`src/rtl/nic_injector.sv`:
```
// Host-side injector for one ring router: accepts host packets, queues them
// and forwards one per strobe into the router's left input port.
//
// Ports:
//   clk, rst            clock; asynchronous active-low reset
//   host_valid/ready    host handshake; ready is !fifo_full
//   host_dest/payload   packet fields, formatted as {payload, dest}
//   net_data_out        packet towards router left_data_in (held when idle)
//   net_enable_out      one-cycle strobe towards router left_enable_in
//   net_buffer_full     router backpressure, sampled only when idle
//   fifo_level          queue occupancy
//   sent_count          packets forwarded (wraps)
//   drop_count          self/invalid-addressed packets (saturates)
module nic_injector #(
    parameter int ROUTER_ID   = 0,
    parameter int PACKET_SIZE = 8,
    parameter int ROUTER_BITS = 2,
    parameter int NUM_ROUTERS = 4,
    parameter int FIFO_DEPTH  = 4,
    parameter int MIN_GAP     = 1
) (
    input  logic                               clk,
    input  logic                               rst,
    input  logic                               host_valid,
    input  logic [ROUTER_BITS-1:0]             host_dest,
    input  logic [PACKET_SIZE-ROUTER_BITS-1:0] host_payload,
    output logic                               host_ready,
    output logic [PACKET_SIZE-1:0]             net_data_out,
    output logic                               net_enable_out,
    input  logic                               net_buffer_full,
    output logic [$clog2(FIFO_DEPTH):0]        fifo_level,
    output logic [15:0]                        sent_count,
    output logic [7:0]                         drop_count
);

    localparam int PW = $clog2(FIFO_DEPTH);
    localparam logic [PW:0] FULL_LVL = (PW + 1)'(FIFO_DEPTH);
    localparam logic [3:0] GAP_INIT = 4'(MIN_GAP);

    typedef enum logic {
        S_IDLE,
        S_GAP
    } state_t;

    logic [PACKET_SIZE-1:0] mem [FIFO_DEPTH];
    logic [PW-1:0] head;
    logic [PW-1:0] tail;
    logic [PW:0] count;

    state_t state;
    state_t state_nx;
    logic [3:0] gap_cnt;
    logic [3:0] gap_nx;

    logic [31:0] dest_ext;
    logic bad_dest;
    logic accept;
    logic push;
    logic drop;
    logic issue;

    assign host_ready = (count != FULL_LVL);
    assign fifo_level = count;

    assign dest_ext = 32'(host_dest);
    assign bad_dest = (dest_ext == 32'(ROUTER_ID)) ||
                      (dest_ext >= 32'(NUM_ROUTERS));

    assign accept = host_valid && host_ready;
    assign push   = accept && !bad_dest;
    assign drop   = accept && bad_dest;

    // Issue decision uses pre-edge occupancy, so a packet pushed at an
    // edge can only leave at the following edge (no bypass).
    always_comb begin
        state_nx = state;
        gap_nx   = gap_cnt;
        issue    = 1'b0;
        unique case (state)
            S_IDLE: begin
                if (count != '0 && !net_buffer_full) begin
                    issue = 1'b1;
                    if (GAP_INIT != 4'd0) begin
                        state_nx = S_GAP;
                        gap_nx   = GAP_INIT;
                    end
                end
            end
            S_GAP: begin
                // Leaving on the last counted cycle gives exactly MIN_GAP
                // idle cycles between strobes.
                gap_nx = gap_cnt - 4'd1;
                if (gap_cnt <= 4'd1) begin
                    state_nx = S_IDLE;
                    gap_nx   = 4'd0;
                end
            end
            default: begin
                state_nx = S_IDLE;
                gap_nx   = 4'd0;
            end
        endcase
    end

    always_ff @(posedge clk or negedge rst) begin
        if (!rst) begin
            state   <= S_IDLE;
            gap_cnt <= 4'd0;
        end else begin
            state   <= state_nx;
            gap_cnt <= gap_nx;
        end
    end

    // Storage is not reset; clearing the pointers discards its contents.
    always_ff @(posedge clk) begin
        if (push) begin
            mem[tail] <= {host_payload, host_dest};
        end
    end

    always_ff @(posedge clk or negedge rst) begin
        if (!rst) begin
            head  <= '0;
            tail  <= '0;
            count <= '0;
        end else begin
            if (push) begin
                tail <= tail + 1'b1;
            end
            if (issue) begin
                head <= head + 1'b1;
            end
            if (push && !issue) begin
                count <= count + 1'b1;
            end else if (!push && issue) begin
                count <= count - 1'b1;
            end
        end
    end

    always_ff @(posedge clk or negedge rst) begin
        if (!rst) begin
            net_data_out   <= '0;
            net_enable_out <= 1'b0;
        end else begin
            net_enable_out <= issue;
            if (issue) begin
                net_data_out <= mem[head];
            end
        end
    end

    always_ff @(posedge clk or negedge rst) begin
        if (!rst) begin
            sent_count <= 16'd0;
            drop_count <= 8'd0;
        end else begin
            if (issue) begin
                sent_count <= sent_count + 16'd1;
            end
            if (drop && drop_count != 8'hFF) begin
                drop_count <= drop_count + 8'd1;
            end
        end
    end

endmodule

```
`config.mk`:
```
export PLATFORM = sky130hd
export DESIGN_NAME = nic_injector
export DESIGN_NICKNAME = d
export VERILOG_FILES = /design/src/rtl/nic_injector.sv
export SDC_FILE = /design/constraint.sdc
export NUM_CORES = 1
export LEC_CHECK = 0
export BUFFER_PORTS_ARGS = -buffer_cell sky130_fd_sc_hd__clkbuf_2
export CAP_MARGIN = 10
export CORE_ASPECT_RATIO = 0.8
export CORE_MARGIN = 3
export CORE_UTILIZATION = 45
export DETAILED_ROUTE_END_ITERATION = 7
export PLACE_DENSITY = 0.65
export RECOVER_POWER = 25
export SYNTH_ARGS = -nofsm -noshare
export SYNTH_HDL_FRONTEND = slang
export SYNTH_SLANG_ARGS = --single-unit
```
`constraint.sdc`:
```
create_clock -name clk -period 6.6 [get_ports clk]
set_input_delay 0.33 -clock clk [delete_from_list [all_inputs] [get_ports clk]]
set_output_delay 0.33 -clock clk [all_outputs]
set_load 0.02 [all_outputs]
```
==> metrics.cfg <==
[sta]
finalSetupViolCount = 0
max_freq_ghz = 0.399
period_needed_ps = 2500
skew_ps = 10.8
period_share_pct = 38.0
rsz0062_at_grt = false
hold_viol_final = 0
max-slew-margin-rel_pct = -64.0
setup_ws_ps = 4100
final_max_slew_viol_count = 46
fin_setup_tns_ps = 0
worst_pin_slew_ps = 2460

[route]
drtIter0Drc = 96
drt-total-wl_um = 5730
drtAntennaViolNets = 0
dr.pass1.iters = 4
vias = 1889
wl_per_cell_um = 14.9
via_per_inst = 4.91
drc_errors = 0

[clock_tree]
cts_tree = yes
clock-sinks = 77
clk_pin_slew_ps = 80
ctsResizeCount = 0
root_buffer = clkbuf_8
cts_hold_buf = 0
ctsHtreeMaxLevel = 3
cts_made_buffers = 9
cts_post_setup_buffers_inserted = 0
cts_buffer_depth = 2
clk_latency_ps = 350

[synthesis]
ys_seq_area_share_pct = 64.3
ys.warnings.count = 0
syn-mean-instance-area_um2 = 13.6
yosysUniqueCellTypes = 38
synth_nets = 260
ys.flop_type = dfrtp_1
synth_most_common_cell = dfrtp_1
synth_top_area_share_pct = 34.7
synth_common_cells = 45 x dfrtp_1, 41 x nand2_1, 32 x edfxtp_1, 19 x xnor2_1, 12 x nor2_1
synth-edff-count = 32
syn-cell-area_um2 = 3240
synthCells = 238
ys_ff_latch = 77
async_reset_ff_share_pct = 58.4
ys_top_cells_by_area = dfrtp_1 35%, edfxtp_1 30%, mux4_2 5.6%, xnor2_1 5.1%, nand2_1 4.7%
synth_top_area_cell = dfrtp_1

[worst_setup_path]
crit_arrival_ps = 2770
end_kind = flip-flop
cpPeakStageDelay_ps = 440
crit_required_ps = 6860
r2r_slack_ps = 4100
cp_common_cell = xor2_1
path_max_fanout = 14
path_cells = or3_1, nand2_1, ha_1, inv_1, fa_1, xor2_1, nor2_1, xor2_1
worst-path-buf-inv = 1
cp_slowest_cell = dfrtp_1
critPathLaunchType = flip-flop
crit_family = simple AND/OR/NAND/NOR gates
critPathKind = flip-flop to flip-flop

[floorplanning]
dieArea_um2 = 8270
num_rows = 27
core_um2 = 6930
start_util_pct = 46.8
io_pins = 49
die_w_um = 101
die_h_um = 81.9

[global_route]
grt_start_max_net_pins = 46
antenna_found_initial = 0
grt_pass1_wl_um = 9300
grt.total_usage_pct = 15.1
grt_overflow_total = 0
grt_pass1_vias = 1810

[status]
failed_checks = capacitance limit, slew limit
status = finished with violations

[place]
hpwl_um = 3930
gp_congestion = 0.711
dp_slack_ps = 4070
dp.cells = 369
io_buffers = 48

[layout]
fin_nets = 315
n_antenna_cell = 0
fillers = 578
syn2layout_area_growth_pct = 16.2
instances_no_fill = 385
multiInputGateArea_um2 = 1100
regArea_um2 = 2090
drive_gt1_share_pct = 23.2

[worst_hold_path]
hold_path.class = primary input to flip-flop

[job]
max-cap-violations = 1

[pwr]
p_leak_nw = 1.66
vdd_drop_max_mv = 0.194
powerDensity_nw_per_um2 = 429

-- state kept, by name, indices dropped and copies added (netlist names) --
signal / cells
drop_count: 8
sent_count: 16
tail: 2
net_data_out: 8
gap_cnt: 4
net_enable_out: 1
mem: 32
state: 1
head: 2
fifo_level: 3
-- cell usage in the layout, fill, tap and decap left out, drive strengths merged, types with 8 or more instances in the layout --
cell type	n
edfxtp	32
ha	9
clkbuf	58
nand2	42
inv	8
dfrtp	45
xnor2	19
mux4	8
nor2	12
-- final timing paths --
kind,start,end,cells past startpoint
setup / recovery,fifo_level[1]$_DFFE_PN0P_,fifo_level[2]$_DFFE_PN0P_,8
hold / removal,host_payload[0],mem[1][2]$_DFFE_PP_,1
setup reg to reg,fifo_level[1]$_DFFE_PN0P_,fifo_level[2]$_DFFE_PN0P_,8
hold reg to reg,sent_count[15]$_DFFE_PN0P_,sent_count[15]$_DFFE_PN0P_,1
max in group asynchronous,rst,gap_cnt[3]$_DFFE_PN0P_,2
min in group asynchronous,rst,net_data_out[4]$_DFFE_PN0P_,2
-- layout make-up --
| class | count | area share [%] |
|---|---|---|
| repair buffers | 49 | 6.20 |
| inverters | 8 | 0.796 |
| clock buffers | 9 | 3.28 |
| clock inverters | 7 | 2.39 |
| multi-input cells | 148 | 29.1 |
| well taps | 87 | 2.89 |
| flip-flops and latches | 77 | 55.3 |
-- metal layers --
metal	vias up	global-route usage (%)	wire length [µm]	part of all wire [%]
met3	5	5.94	315	5.5
met5	-	0	0	0
met1	899	21.4	2900	51
met4	0	5.18	70	1.2
met2	40	21.3	2440	43
li1	945	-	-	-
-- cells by family after synthesis --
logic type | Yosys count | share of synthesized area [%]
and+or+nand+nor | 88 | 13.2
AOI/OAI and AO/OA | 11 | 2.24
xor gates and xnor gates | 26 | 7.02
muxes | 13 | 7.25
DFF | 77 | 64.3
buffers and inverters | 13 | 1.85
adders and majority gates | 10 | 4.09
-- through the flow --
stage | area [µm²] | power (mW) | utilization [%] | hold slack, ps
after detailed placement | 3570 | 1.26 | 51.6 | 455
after global routing | 3770 | 1.73 | 54.5 | 252
final | 3770 | 1.62 | 54.5 | 249
after floorplan | 3240 | 1.10 | - | 34.4
after global placement | 3570 | 1.24 | 51.6 | 454
after CTS | 3780 | 1.64 | 54.7 | 78.9
-- where the power goes --
group | internal [mW] | switching (mW)
Combinational | 0.212 | 0.279
Sequential | 0.626 | 0.123
Clock | 0.211 | 0.166
Total | 1.05 | 0.568
-- worst register-to-register path, delay by kind of cell (launching register included) --
family	cells	cell delay, ps
XOR/XNOR	2	320
adder cells (fa/ha/maj)	2	650
buffers and inverters	1	60
flip-flops	1	440
AND/OR/NAND/NOR	3	960
(Power assumes the default switching activity.)
